## src/rtl/apb_req_master_pkg.sv

```systemverilog
// Shared types and helpers for the single-outstanding APB4 requester.
package apb_req_master_pkg;

    // Requester FSM: one command walks IDLE -> SETUP -> ACCESS -> RESP.
    typedef enum logic [1:0] {
        ST_IDLE   = 2'd0,
        ST_SETUP  = 2'd1,
        ST_ACCESS = 2'd2,
        ST_RESP   = 2'd3
    } state_t;

    localparam int PPROT_W = 3;

    // Width of a counter that must hold values 0 .. limit-1.
    function automatic int tmo_cnt_w(input int limit);
        return (limit > 1) ? $clog2(limit) : 1;
    endfunction

endpackage

```

## src/rtl/apb_req_master_if.sv

```systemverilog
// Command/response stream plus APB4 bus, bundled for the requester.
interface apb_req_master_if #(
    parameter int AW = 12,
    parameter int DW = 32
) ();
    import apb_req_master_pkg::*;

    // command stream
    logic                 i_valid;
    logic                 o_ready;
    logic                 i_we;
    logic [AW-1:0]        i_addr;
    logic [DW-1:0]        i_data;
    logic [DW/8-1:0]      i_strb;
    logic [PPROT_W-1:0]   i_prot;

    // response stream
    logic                 o_rvalid;
    logic                 i_rready;
    logic [DW-1:0]        o_rdata;
    logic                 o_err;
    logic                 o_tmo;

    // APB4 bus
    logic                 PSEL;
    logic                 PENABLE;
    logic [AW-1:0]        PADDR;
    logic                 PWRITE;
    logic [DW-1:0]        PWDATA;
    logic [DW/8-1:0]      PWSTRB;
    logic [PPROT_W-1:0]   PPROT;
    logic                 PREADY;
    logic [DW-1:0]        PRDATA;
    logic                 PSLVERR;

    // The requester itself.
    modport master (
        input  i_valid, i_we, i_addr, i_data, i_strb, i_prot, i_rready,
        input  PREADY, PRDATA, PSLVERR,
        output o_ready, o_rvalid, o_rdata, o_err, o_tmo,
        output PSEL, PENABLE, PADDR, PWRITE, PWDATA, PWSTRB, PPROT
    );

    // Whatever sits around it: command source, response sink and completer.
    modport slave (
        output i_valid, i_we, i_addr, i_data, i_strb, i_prot, i_rready,
        output PREADY, PRDATA, PSLVERR,
        input  o_ready, o_rvalid, o_rdata, o_err, o_tmo,
        input  PSEL, PENABLE, PADDR, PWRITE, PWDATA, PWSTRB, PPROT
    );

endinterface

```

## src/rtl/apb_req_master.sv

```systemverilog
// Single-outstanding APB4 requester: turns one accepted command into one
// SETUP/ACCESS transfer and returns one response, with an optional PREADY
// timeout so a hung completer cannot stall the command stream.
module apb_req_master
    import apb_req_master_pkg::*;
#(
    parameter int C_APB_ADDR_WIDTH = 12,
    parameter int C_APB_DATA_WIDTH = 32,
    parameter int OPT_TIMEOUT      = 0
) (
    input  logic             PCLK,
    input  logic             PRESET,
    apb_req_master_if.master bus
);

    localparam int AW = C_APB_ADDR_WIDTH;
    localparam int DW = C_APB_DATA_WIDTH;
    localparam int SW = DW / 8;

    state_t state;
    state_t state_nxt;
    logic   ready_nxt;
    logic   psel_nxt;
    logic   penable_nxt;
    logic   rvalid_nxt;
    logic   load_cmd;
    logic   done_ok;
    logic   tmo_hit;

    // State register; reset may land in any state, including mid-ACCESS.
    always_ff @(posedge PCLK or posedge PRESET) begin
        if (PRESET) begin
            state <= ST_IDLE;
        end else begin
            state <= state_nxt;
        end
    end

    // Next state plus the next values of the registered control outputs.
    always_comb begin
        state_nxt   = state;
        load_cmd    = 1'b0;
        done_ok     = 1'b0;
        case (state)
            ST_IDLE: begin
                if (bus.i_valid && bus.o_ready) begin
                    load_cmd  = 1'b1;
                    state_nxt = ST_SETUP;
                end
            end
            ST_SETUP: begin
                state_nxt = ST_ACCESS;
            end
            ST_ACCESS: begin
                // A completion in the same cycle as the limit takes priority.
                if (bus.PREADY) begin
                    done_ok   = 1'b1;
                    state_nxt = ST_RESP;
                end else if (tmo_hit) begin
                    state_nxt = ST_RESP;
                end
            end
            ST_RESP: begin
                if (bus.i_rready) begin
                    state_nxt = ST_IDLE;
                end
            end
            default: begin
                state_nxt = ST_IDLE;
            end
        endcase
        ready_nxt   = (state_nxt == ST_IDLE);
        psel_nxt    = (state_nxt == ST_SETUP) || (state_nxt == ST_ACCESS);
        penable_nxt = (state_nxt == ST_ACCESS);
        rvalid_nxt  = (state_nxt == ST_RESP);
    end

    // Control outputs are flops so the APB bus and handshakes are glitch-free.
    always_ff @(posedge PCLK or posedge PRESET) begin
        if (PRESET) begin
            bus.o_ready  <= 1'b1;
            bus.PSEL     <= 1'b0;
            bus.PENABLE  <= 1'b0;
            bus.o_rvalid <= 1'b0;
        end else begin
            bus.o_ready  <= ready_nxt;
            bus.PSEL     <= psel_nxt;
            bus.PENABLE  <= penable_nxt;
            bus.o_rvalid <= rvalid_nxt;
        end
    end

    // Command latch (held through the transfer and afterwards) and response capture.
    always_ff @(posedge PCLK or posedge PRESET) begin
        if (PRESET) begin
            bus.PADDR   <= '0;
            bus.PWRITE  <= 1'b0;
            bus.PWDATA  <= '0;
            bus.PWSTRB  <= '0;
            bus.PPROT   <= '0;
            bus.o_rdata <= '0;
            bus.o_err   <= 1'b0;
            bus.o_tmo   <= 1'b0;
        end else begin
            if (load_cmd) begin
                bus.PADDR  <= bus.i_addr;
                bus.PWRITE <= bus.i_we;
                bus.PWDATA <= bus.i_data;
                bus.PPROT  <= bus.i_prot;
                // Reads drive all-zero strobes on the bus.
                bus.PWSTRB <= bus.i_we ? bus.i_strb : {SW{1'b0}};
            end
            if (done_ok) begin
                if (!bus.PWRITE) begin
                    bus.o_rdata <= bus.PRDATA;
                end
                bus.o_err <= bus.PSLVERR;
                bus.o_tmo <= 1'b0;
            end else if (tmo_hit) begin
                bus.o_err <= 1'b1;
                bus.o_tmo <= 1'b1;
            end
        end
    end

    generate
        if (OPT_TIMEOUT > 0) begin : g_tmo
            localparam int            CW    = tmo_cnt_w(OPT_TIMEOUT);
            localparam logic [CW-1:0] LIMIT = CW'(OPT_TIMEOUT - 1);

            logic [CW-1:0] tmo_cnt;

            // Counts stalled ACCESS cycles; cleared in SETUP, saturates at the limit.
            always_ff @(posedge PCLK or posedge PRESET) begin
                if (PRESET) begin
                    tmo_cnt <= '0;
                end else if (state == ST_SETUP) begin
                    tmo_cnt <= '0;
                end else if ((state == ST_ACCESS) && !bus.PREADY && (tmo_cnt != LIMIT)) begin
                    tmo_cnt <= tmo_cnt + 1'b1;
                end
            end

            assign tmo_hit = (state == ST_ACCESS) && !bus.PREADY && (tmo_cnt == LIMIT);
        end else begin : g_no_tmo
            assign tmo_hit = 1'b0;
        end
    endgenerate

endmodule

```

## src/flat_wrapper.sv

```systemverilog
// flat-port wrapper written by rule: the top's interface ports become plain ports
module apb_req_master_flat import apb_req_master_pkg::*;
#(
    parameter int C_APB_ADDR_WIDTH = 12,
    parameter int C_APB_DATA_WIDTH = 32,
    parameter int OPT_TIMEOUT      = 0
)
  (PCLK, PRESET, bus_i_valid, bus_i_we, bus_i_addr, bus_i_data, bus_i_strb, bus_i_prot, bus_i_rready, bus_PREADY, bus_PRDATA, bus_PSLVERR, bus_o_ready, bus_o_rvalid, bus_o_rdata, bus_o_err, bus_o_tmo, bus_PSEL, bus_PENABLE, bus_PADDR, bus_PWRITE, bus_PWDATA, bus_PWSTRB, bus_PPROT);
  apb_req_master_if #(.AW((12)), .DW((32))) bus_i ();
  input  logic PCLK;
  input  logic PRESET;
  input wire logic [$bits(bus_i.i_valid)-1:0] bus_i_valid;
  input wire logic [$bits(bus_i.i_we)-1:0] bus_i_we;
  input wire logic [$bits(bus_i.i_addr)-1:0] bus_i_addr;
  input wire logic [$bits(bus_i.i_data)-1:0] bus_i_data;
  input wire logic [$bits(bus_i.i_strb)-1:0] bus_i_strb;
  input wire logic [$bits(bus_i.i_prot)-1:0] bus_i_prot;
  input wire logic [$bits(bus_i.i_rready)-1:0] bus_i_rready;
  input wire logic [$bits(bus_i.PREADY)-1:0] bus_PREADY;
  input wire logic [$bits(bus_i.PRDATA)-1:0] bus_PRDATA;
  input wire logic [$bits(bus_i.PSLVERR)-1:0] bus_PSLVERR;
  output wire logic [$bits(bus_i.o_ready)-1:0] bus_o_ready;
  output wire logic [$bits(bus_i.o_rvalid)-1:0] bus_o_rvalid;
  output wire logic [$bits(bus_i.o_rdata)-1:0] bus_o_rdata;
  output wire logic [$bits(bus_i.o_err)-1:0] bus_o_err;
  output wire logic [$bits(bus_i.o_tmo)-1:0] bus_o_tmo;
  output wire logic [$bits(bus_i.PSEL)-1:0] bus_PSEL;
  output wire logic [$bits(bus_i.PENABLE)-1:0] bus_PENABLE;
  output wire logic [$bits(bus_i.PADDR)-1:0] bus_PADDR;
  output wire logic [$bits(bus_i.PWRITE)-1:0] bus_PWRITE;
  output wire logic [$bits(bus_i.PWDATA)-1:0] bus_PWDATA;
  output wire logic [$bits(bus_i.PWSTRB)-1:0] bus_PWSTRB;
  output wire logic [$bits(bus_i.PPROT)-1:0] bus_PPROT;
  assign bus_i.i_valid = bus_i_valid;
  assign bus_i.i_we = bus_i_we;
  assign bus_i.i_addr = bus_i_addr;
  assign bus_i.i_data = bus_i_data;
  assign bus_i.i_strb = bus_i_strb;
  assign bus_i.i_prot = bus_i_prot;
  assign bus_i.i_rready = bus_i_rready;
  assign bus_i.PREADY = bus_PREADY;
  assign bus_i.PRDATA = bus_PRDATA;
  assign bus_i.PSLVERR = bus_PSLVERR;
  assign bus_o_ready = bus_i.o_ready;
  assign bus_o_rvalid = bus_i.o_rvalid;
  assign bus_o_rdata = bus_i.o_rdata;
  assign bus_o_err = bus_i.o_err;
  assign bus_o_tmo = bus_i.o_tmo;
  assign bus_PSEL = bus_i.PSEL;
  assign bus_PENABLE = bus_i.PENABLE;
  assign bus_PADDR = bus_i.PADDR;
  assign bus_PWRITE = bus_i.PWRITE;
  assign bus_PWDATA = bus_i.PWDATA;
  assign bus_PWSTRB = bus_i.PWSTRB;
  assign bus_PPROT = bus_i.PPROT;
  apb_req_master #(.C_APB_ADDR_WIDTH(C_APB_ADDR_WIDTH), .C_APB_DATA_WIDTH(C_APB_DATA_WIDTH), .OPT_TIMEOUT(OPT_TIMEOUT)) u_core (.PCLK(PCLK), .PRESET(PRESET), .bus(bus_i));
endmodule
```

## config.mk

```make
export PLATFORM = sky130hd
export DESIGN_NAME = apb_req_master_flat
export DESIGN_NICKNAME = d
export VERILOG_FILES = /design/src/rtl/apb_req_master_pkg.sv /design/src/rtl/apb_req_master_if.sv /design/src/rtl/apb_req_master.sv /design/src/flat_wrapper.sv
export SDC_FILE = /design/constraint.sdc
export NUM_CORES = 1
export LEC_CHECK = 0
export CAP_MARGIN = 25
export CORE_MARGIN = 1.5
export CORE_UTILIZATION = 40
export DETAILED_ROUTE_END_ITERATION = 10
export HOLD_SLACK_MARGIN = 0.08
export MAX_ROUTING_LAYER = met4
export PLACE_DENSITY = 0.85
export SLEW_MARGIN = 15
export SYNTH_ARGS = -nofsm -noshare
export SYNTH_HDL_FRONTEND = slang
export SYNTH_SLANG_ARGS = --single-unit
```

## constraint.sdc

```tcl
create_clock -name PCLK -period 3.74 [get_ports PCLK]
set_input_delay 0.748 -clock PCLK [delete_from_list [all_inputs] [get_ports PCLK]]
set_output_delay 0.748 -clock PCLK [all_outputs]
set_load 0.1 [all_outputs]
```

==> flow_summary.yaml, run 1 <==
outcome:
  status: "finished, final reports clean"
timing:
  fmax_mhz: 357
  skew_ps: 10.7
  finalMaxSlewViolations: 0
  rsz0062_at_grt: "false"
  slew-limit-headroom: 0.320
  tightest_slew_ps: 1020
  hold_viol: 0
  holdWs_ps: 484
  fin_setup_tns_ps: 0
  finalSetupViolations: 0
  period_minus_slack_ps: 2800
  post-route-period-util: 0.750
synth:
  yosys_warnings: 0
  ys_ff_latch: 91
  syn_area_per_cell_sq_um: 16.5
  synthCells: 211
  yosysSeqAreaShare: 0.653
  synth_fp_nets: 304
  synth_cell_type_count: 20
  syn-cell-area_sq_mm: 0.00349
floorplanning:
  ios: 180
  initial_core_util: 0.418
  row_count: 33
  dieArea_sq_mm: 0.00929
  die_w_microns: 96.4
  fp.dieH_microns: 96.4
  fp.coreArea_sq_mm: 0.00834
route:
  wl_microns: 7940
  ant_nets: 0
  drc: 0
  via_per_inst: 4.66
  dr.pass1.iters: 3
  drtIter0Drc: 29
  vias: 2338
  wl_per_cell_microns: 15.8
cts:
  cts_tree: "yes"
  ctsResizeCount: 0
  ctsLongestPathBuffers: 2
  path_clk_slew_ps: 90
  cts.sinks: 91
  hold_buffers: 0
  insertion_delay_ps: 340
  htreeDepth: 3
  numCtsBuffers: 9
  post_cts_buffers: 0
  root_buffer: "clkbuf_8"
run:
  maxCapViolCount: 0
setup_path:
  cp_cell_sequence: "clkdlybuf4s50_1"
  regToRegSetupSlack_ps: 1840
  crit_required_ps: 2990
  cp_num_buf_inv: 1
  crit_path_start_kind: "flop"
  cp_max_fo: 2
  critPathSlowestCell: "clkdlybuf4s50_1"
  r2r-end: "u_core.bus.PWDATA[26]"
  crit_type: "flop to primary output"
  arrival_ps: 2060
  max_stage_delay_ps: 1150
  ff2ff_path_depth: 3
  critPathTopFamily: "buffers and inverters"
  r2r_start: "u_core.state[0]"
  end_kind: "primary output"
grt:
  antenna_found_initial: 0
  grt_pass1_vias: 2450
  grt_max_degree: 49
  grt_overflow: 0
  track_usage: 0.175
  grt_pass1_wl_microns: 11800
min_path:
  hp-start: "u_core.bus.PWSTRB[3]"
  holdPathStages: 2
  hp-class: "flop to flop"
  whs_endpoint: "u_core.bus.PWSTRB[3]"
cells_and_area:
  antenna_cells: 0
  nets: 486
  fillers: 608
  syn2layout_area_growth_pct: 60.0
  drive_above_1_share: 0.252
placement:
  routabilityCongestion: 0.690
  dpl.hpwl_microns: 5850
  io_buffers: 178
==> cells in the final DEF (no fill, tap or decap), drive strengths merged <==
cell type,synthesis,routed
conb,1,1
nand2,9,9
nand4bb,1,1
dfrtp,90,90
clkdlybuf4s50,0,178
inv,2,2
clkbuf,0,11
o21a,2,2
ha,3,3
o21ai,5,5
nor2,1,1
nand3b,1,1
dfstp,1,1
clkinv,0,2
buf,10,3
mux2,81,81
nor2b,2,2
and2,1,1
nand3,1,1
bufinv,0,2
==> per-layer routing <==
layer,share of wire,GRT usage,wire length [microns]
met1,0.40,0.205,3210
met2,0.50,0.292,3980
met3,0.081,0.0477,643
met4,0.013,0.0592,100
met5,0,-,0
==> stage by stage <==
stage / setup WS (ps) / cells / util / cell area, sq um
after floorplan: 630 / 211 / - / 3490
final: 936 / 502 / 0.669 / 5580
after CTS: 921 / 502 / 0.669 / 5580
after global routing: 897 / 502 / 0.669 / 5580
after detailed placement: 1140 / 487 / 0.643 / 5370
after global placement: 1160 / 487 / 0.643 / 5370
==> sequential cells by signal (all words and copies together), names as in the netlist <==
signal / cells
u_core.bus.o_rdata: 32
u_core.bus.PADDR: 12
u_core.bus.PWSTRB: 4
u_core.bus.PWRITE: 1
u_core.bus.PENABLE: 1
u_core.bus.PPROT: 3
u_core.state: 2
u_core.bus.o_err: 1
u_core.bus.o_rvalid: 1
u_core.bus.PWDATA: 32
u_core.bus.PSEL: 1
u_core.bus.o_ready: 1
==> how the worst max path moves through the flow <==
stage | startpoint | to | slack, ps | cells after the start
2_1_floorplan | PRESET | u_core.bus.PADDR[0] | 630 | 1
3_3_place_gp | bus_i_valid | u_core.bus.PWDATA[20] | 1160 | 4
3_5_place_dp | bus_i_valid | u_core.bus.PWDATA[25] | 1140 | 4
4_1_cts | u_core.bus.o_ready | bus_o_ready | 920 | 1
5_1_grt | u_core.bus.o_ready | bus_o_ready | 900 | 1
6_report | u_core.bus.o_ready | bus_o_ready | 940 | 1
==> cells in the mapped netlist, drive strengths merged <==
cell	instances	area (sq um)
buf	10	72.6
nand3b	1	7.51
mux2	81	950
nand4bb	1	27.5
nand2	9	33.8
ha	3	37.5
dfstp	1	26.3
nand3	1	5.00
o21a	2	15.0
dfrtp	90	2250
and2	1	6.26
nor2	1	6.26
nor2b	2	12.5
conb	1	3.75
o21ai	5	25.0
inv	2	7.51
==> area by class of cell <==
class                   instances  area (sq um)  share of cell area
well taps                     105           131              0.0235
clock buffers                  11           141              0.0253
inverters                       2          8.76             0.00157
clock inverters                 4          73.8              0.0132
flip-flops and latches         91          2280               0.408
multi-input cells             108          1130               0.202
repair buffers                181          1820               0.326
==> kinds of logic (layout without fill, tap and decap cells) <==
family / after synthesis / in the layout / share of synthesized area
adders and majority gates: 3 / 3 / 0.0108
muxes: 81 / 81 / 0.272
other: 1 / 1 / 0.00108
AOI/OAI and AO/OA: 7 / 7 / 0.0115
buffers and inverters: 12 / 198 / 0.0230
and+or+nand+nor: 16 / 16 / 0.0283
DFF: 91 / 91 / 0.653
Power of run 1 is left out: the tool's default activity adds up to more than one toggle a clock period on the data nets, which glitch-free logic cannot reach.
==> run 2: changes to the inputs <==
--- a/config.mk
+++ b/config.mk
@@ -7,11 +7,11 @@
 export LEC_CHECK = 0
 export CAP_MARGIN = 25
 export CORE_MARGIN = 1.5
-export CORE_UTILIZATION = 40
+export CORE_UTILIZATION = 36
 export DETAILED_ROUTE_END_ITERATION = 10
 export HOLD_SLACK_MARGIN = 0.08
 export MAX_ROUTING_LAYER = met4
-export PLACE_DENSITY = 0.85
+export PLACE_DENSITY = 0.81
 export SLEW_MARGIN = 15
 export SYNTH_ARGS = -nofsm -noshare
 export SYNTH_HDL_FRONTEND = slang
==> constraint.sdc (replaced) <==
create_clock -name PCLK -period 2.5 [get_ports PCLK]
set_input_delay 0.5 -clock PCLK [delete_from_list [all_inputs] [get_ports PCLK]]
set_output_delay 0.5 -clock PCLK [all_outputs]
set_load 0.1 [all_outputs]
==> run 2 against run 1 <==
Via count is 3.0% higher; sequential share of layout area is 1.4 points higher; worst setup slack worse by 150 ps; die area is 11% higher; largest cell class unchanged; wire length is 0.59% higher; flip-flop and latch count stayed put; register-to-register slack worse by 970 ps; design area is 3.4% lower; clock-buffer cell count stayed put.
==> flow_summary.yaml, run 2 (synthesis gave the netlist of run 1 again) <==
outcome:
  status: "finished, final reports clean"
grt:
  grt_busiest_layer: "met2"
  grtUsageMet3: 0.0511
  grt_pass1_wl_microns: 12100
  track_usage: 0.160
  use_met1: 0.181
  antenna_found_initial: 0
  use_met2: 0.260
  grt_pass1_vias: 2482
  grt_max_degree: 92
  grt_overflow: 0
cells_and_area:
  drive_above_1_share: 0.483
  final_cell_mix: "92 x buf_4, 90 x dfrtp_1, 89 x clkdlybuf4s50_1, 69 x mux2_2, 11 x clkbuf_8"
  top_regs: "u_core.bus.PWDATA: 32 flops, u_core.bus.o_rdata: 32 flops, u_core.bus.PADDR: 12 flops"
  seq_area_sq_mm: 0.00228
  utilization: 0.578
  syn2layout_area_growth_pct: 54.5
  final_common_cell: "buf_4"
  nets: 488
  fillers: 781
  final_cells: 529
  multi_input_comb_area_sq_mm: 0.00113
  antenna_cells: 0
setup_path:
  critPathTopFamily: "flip-flops"
  cp_cell_sequence: "buf_4"
  max_stage_delay_ps: 560
  crit_type: "flop to primary output"
  critPathSlowestCell: "dfstp_2"
  r2r-end: "u_core.bus.PWDATA[9]"
  arrival_ps: 1210
  regToRegSetupSlack_ps: 870
  crit_path_start_kind: "flop"
  end_kind: "primary output"
  crit_required_ps: 2000
  r2r_start: "u_core.state[0]"
  cp.depth: 1
  worstSetupStartpoint: "u_core.bus.o_ready"
  endpoint: "bus_o_ready"
  ff2ff_path_depth: 3
  cp_num_buf_inv: 1
  cp_max_fo: 2
route:
  drtIter0Drc: 47
  via_per_inst: 4.55
  vias: 2408
  ant_nets: 0
  drc: 0
  dr.pass1.iters: 3
  wl_microns: 7980
  wl_per_cell_microns: 15.1
timing:
  holdWs_ps: 499
  period_minus_slack_ps: 1710
  skew_ps: 12.7
  fin_setup_tns_ps: 0
  rsz0062_at_grt: "false"
  finalSetupViolations: 0
  fmax_mhz: 584
  post-route-period-util: 0.685
  hold_viol: 0
  finalMaxSlewViolations: 0
min_path:
  hp-class: "flop to flop"
floorplanning:
  fp.coreArea_sq_mm: 0.00933
  ios: 180
  initial_core_util: 0.374
  dieArea_sq_mm: 0.0103
  row_count: 35
  fp.dieH_microns: 101
  die_w_microns: 101
placement:
  io_buffers: 178
  dp_cells: 513
  dpl.hpwl_microns: 5980
  routabilityCongestion: 0.711
cts:
  numCtsBuffers: 9
  root_buffer: "clkbuf_8"
  path_clk_slew_ps: 90
  ctsResizeCount: 0
  ctsLongestPathBuffers: 2
  htreeDepth: 3
  hold_buffers: 0
  cts.sinks: 91
  insertion_delay_ps: 350
  cts_tree: "yes"
  post_cts_buffers: 0
run:
  maxCapViolCount: 0
[run 2: how the worst min path moves through the flow]
stage / cells after the start / slack [ps] / start / endpoint
floorplan: 1 / 540 / u_core.state[0] / u_core.state[1]
global placement: 2 / 470 / u_core.bus.PWSTRB[2] / u_core.bus.PWSTRB[2]
detailed placement: 2 / 480 / u_core.bus.PWSTRB[2] / u_core.bus.PWSTRB[2]
CTS: 2 / 500 / u_core.bus.PWSTRB[2] / u_core.bus.PWSTRB[2]
global route: 1 / 520 / u_core.bus.PWDATA[25] / u_core.bus.PWDATA[25]
finish: 2 / 500 / u_core.bus.PWSTRB[2] / u_core.bus.PWSTRB[2]
[run 2: cell type report]
cell class	count	area share
multi-input combinational	108	0.210
inverter	2	0.00209
clock buffer	11	0.0281
clock inverter	5	0.00673
sequential	91	0.423
timing repair buffer	183	0.301
tap	129	0.0299
[run 2: metal layers]
metal / wire length, microns / up-vias
met2: 4060 / 108
met4: 223 / 0
met3: 559 / 24
met1: 3140 / 1180
li1: - / 1096
met5: 0 / -
[run 2: worst register-to-register path: stages, from the launching register on]
cell,delay [ps]
dfrtp_1,440
nand4bb_4,270
buf_4,400
mux2_2,390
[run 2: metrics by stage]
step,instance area [sq um],setup WS [ps]
floorplan,3490,704
global placement,5200,464
detailed placement,5200,409
CTS,5390,759
global route,5390,742
finish,5390,786
Power of run 2 is left out for the same reason.
==> run 3: changes to the inputs <==
--- a/config.mk
+++ b/config.mk
@@ -7,11 +7,11 @@
 export LEC_CHECK = 0
 export CAP_MARGIN = 25
 export CORE_MARGIN = 1.5
-export CORE_UTILIZATION = 36
+export CORE_UTILIZATION = 40
 export DETAILED_ROUTE_END_ITERATION = 10
 export HOLD_SLACK_MARGIN = 0.08
 export MAX_ROUTING_LAYER = met4
-export PLACE_DENSITY = 0.81
+export PLACE_DENSITY = 0.85
 export SLEW_MARGIN = 15
 export SYNTH_ARGS = -nofsm -noshare
 export SYNTH_HDL_FRONTEND = slang
==> constraint.sdc (replaced) <==
create_clock -name PCLK -period 1.6 [get_ports PCLK]
set_input_delay 0.32 -clock PCLK [delete_from_list [all_inputs] [get_ports PCLK]]
set_output_delay 0.32 -clock PCLK [all_outputs]
set_load 0.1 [all_outputs]
==> run 3 against run 2 <==
Non-clock buffer count rose by 8; global-route usage rose by 4.5 points; first-iteration DRC count rose by 70%.
==> flow_summary.yaml, run 3 (synthesis gave the netlist of run 1 again) <==
outcome:
  status: "finished, final reports clean"
route:
  dr.pass1.iters: 4
  routed-wl-met2_microns: 5250
  vias: 2481
  ant_nets: 0
  wl_per_cell_microns: 18.5
  top_layer: "met4"
  drc: 0
  wl_microns: 9480
  met3_length_microns: 610
  met1_length_microns: 3510
  via_per_inst: 4.84
  drtIter0Drc: 80
floorplanning:
  fp.coreArea_sq_mm: 0.00834
  fp.dieH_microns: 96.4
  initial_core_util: 0.418
  dieArea_sq_mm: 0.00929
  ios: 180
  row_count: 33
  die_w_microns: 96.4
cts:
  hold_buffers: 0
  cts_tree: "yes"
  insertion_delay_ps: 350
  cts.sinks: 91
  ctsLongestPathBuffers: 2
  numCtsBuffers: 9
  root_buffer: "clkbuf_8"
  path_clk_slew_ps: 90
  htreeDepth: 3
cells_and_area:
  syn2layout_area_growth_pct: 91.1
  fillers: 457
  utilization: 0.799
  nets: 496
  final_cell_mix: "93 x buf_12, 89 x clkdlybuf4s50_1, 88 x dfrtp_1, 67 x mux2_2, 12 x mux2_4"
  final_common_cell: "buf_12"
  drive_above_1_share: 0.500
  final_cells: 513
  top_regs: "u_core.bus.PWDATA: 32 flops, u_core.bus.o_rdata: 32 flops, u_core.bus.PADDR: 12 flops"
  antenna_cells: 0
setup_path:
  crit_type: "flop to flop"
  crit_path_start_kind: "flop"
  end_kind: "flop"
  arrival_ps: 1830
  cp_max_fo: 16
  critPathSlowestCell: "dfrtp_2"
  max_stage_delay_ps: 440
  cp_cell_sequence: "nand3b_1 -> nor2_4 -> buf_12 -> mux2_2"
  crit_required_ps: 1830
placement:
  routabilityCongestion: 0.740
  io_buffers: 178
  dpl.hpwl_microns: 7090
  dp_cells: 492
grt:
  grt_pass1_wl_microns: 13500
  track_usage: 0.205
  antenna_found_initial: 0
  grt_pass1_vias: 2646
  grt_max_degree: 38
  grt_overflow: 0
timing:
  fin_setup_tns_ps: 0
  post-route-period-util: 0.996
  period_minus_slack_ps: 1590
  skew_ps: 11.4
  hold_viol: 0
  finalMaxSlewViolations: 0
  finalSetupViolations: 0
  rsz0062_at_grt: "true"
  fmax_mhz: 627
min_path:
  hp-class: "input pin to async pin"
run:
  maxCapViolCount: 0
## run 3: cell types whose count changed in the layout (fill, tap and decap cells not counted), sizes merged
cell / delta
clkbuf: +2
buf: +7
inv: -1
clkinv: -3
bufinv: +3
## run 3: per-layer routing
layer,vias to the layer above,track usage
li1,1110,-
met1,1259,0.225
met2,100,0.366
met3,12,0.0469
met4,0,0.0713
met5,-,-
## run 3: repair_timing
action,4_1_cts,5_1_grt
gates resized for setup,0,4
endpoints found under the setup margin,0,28
setup buffers,0,3
## run 3: per-stage QoR
step / cell area [sq um] / setup WS, ps / hold slack (ps)
floorplan: 3530 / -41.7 / 455
CTS: 6590 / 15.0 / 394
global route: 6670 / -34.5 / 418
finish: 6670 / 6.34 / 401
global placement: 6360 / -158 / 522
detailed placement: 6360 / -199 / 545
## run 3: final cells by class
cell class                 count  area [sq um]  share of cell area
clock buffer                  12           135              0.0203
clock inverter                 4          98.8              0.0148
inverter                       2          11.3             0.00169
multi-input combinational    108          1160               0.174
sequential                    91          2280               0.343
tap                          105           131              0.0197
timing repair buffer         191          2840               0.426
## run 3: path summary, 6_finish.rpt
| kind | end | cells past startpoint | slack [ps] | from |
|---|---|---|---|---|
| worst max-delay path | u_core.bus.o_rdata[18] | 4 | 6 | u_core.state[0] |
| worst min-delay path | u_core.bus.PWDATA[12] | 3 | 400 | PRESET |
| worst max register to register | u_core.bus.o_rdata[18] | 4 | 6 | u_core.state[0] |
| worst min register to register | u_core.bus.PWSTRB[2] | 2 | 560 | u_core.bus.PWSTRB[2] |
| max in group asynchronous | u_core.bus.o_rdata[17] | 3 | 900 | PRESET |
| min in group PCLK | u_core.bus.PWSTRB[1] | 3 | 540 | bus_i_strb[1] |
## run 3: critical path: cells and delay by family, from the launching register on
family                 cells  cell delay [ps]
and+or+nand+nor            2              480
muxes                      1              350
buffers and inverters      1              200
DFF                        1              440
Power of run 3 is left out for the same reason.
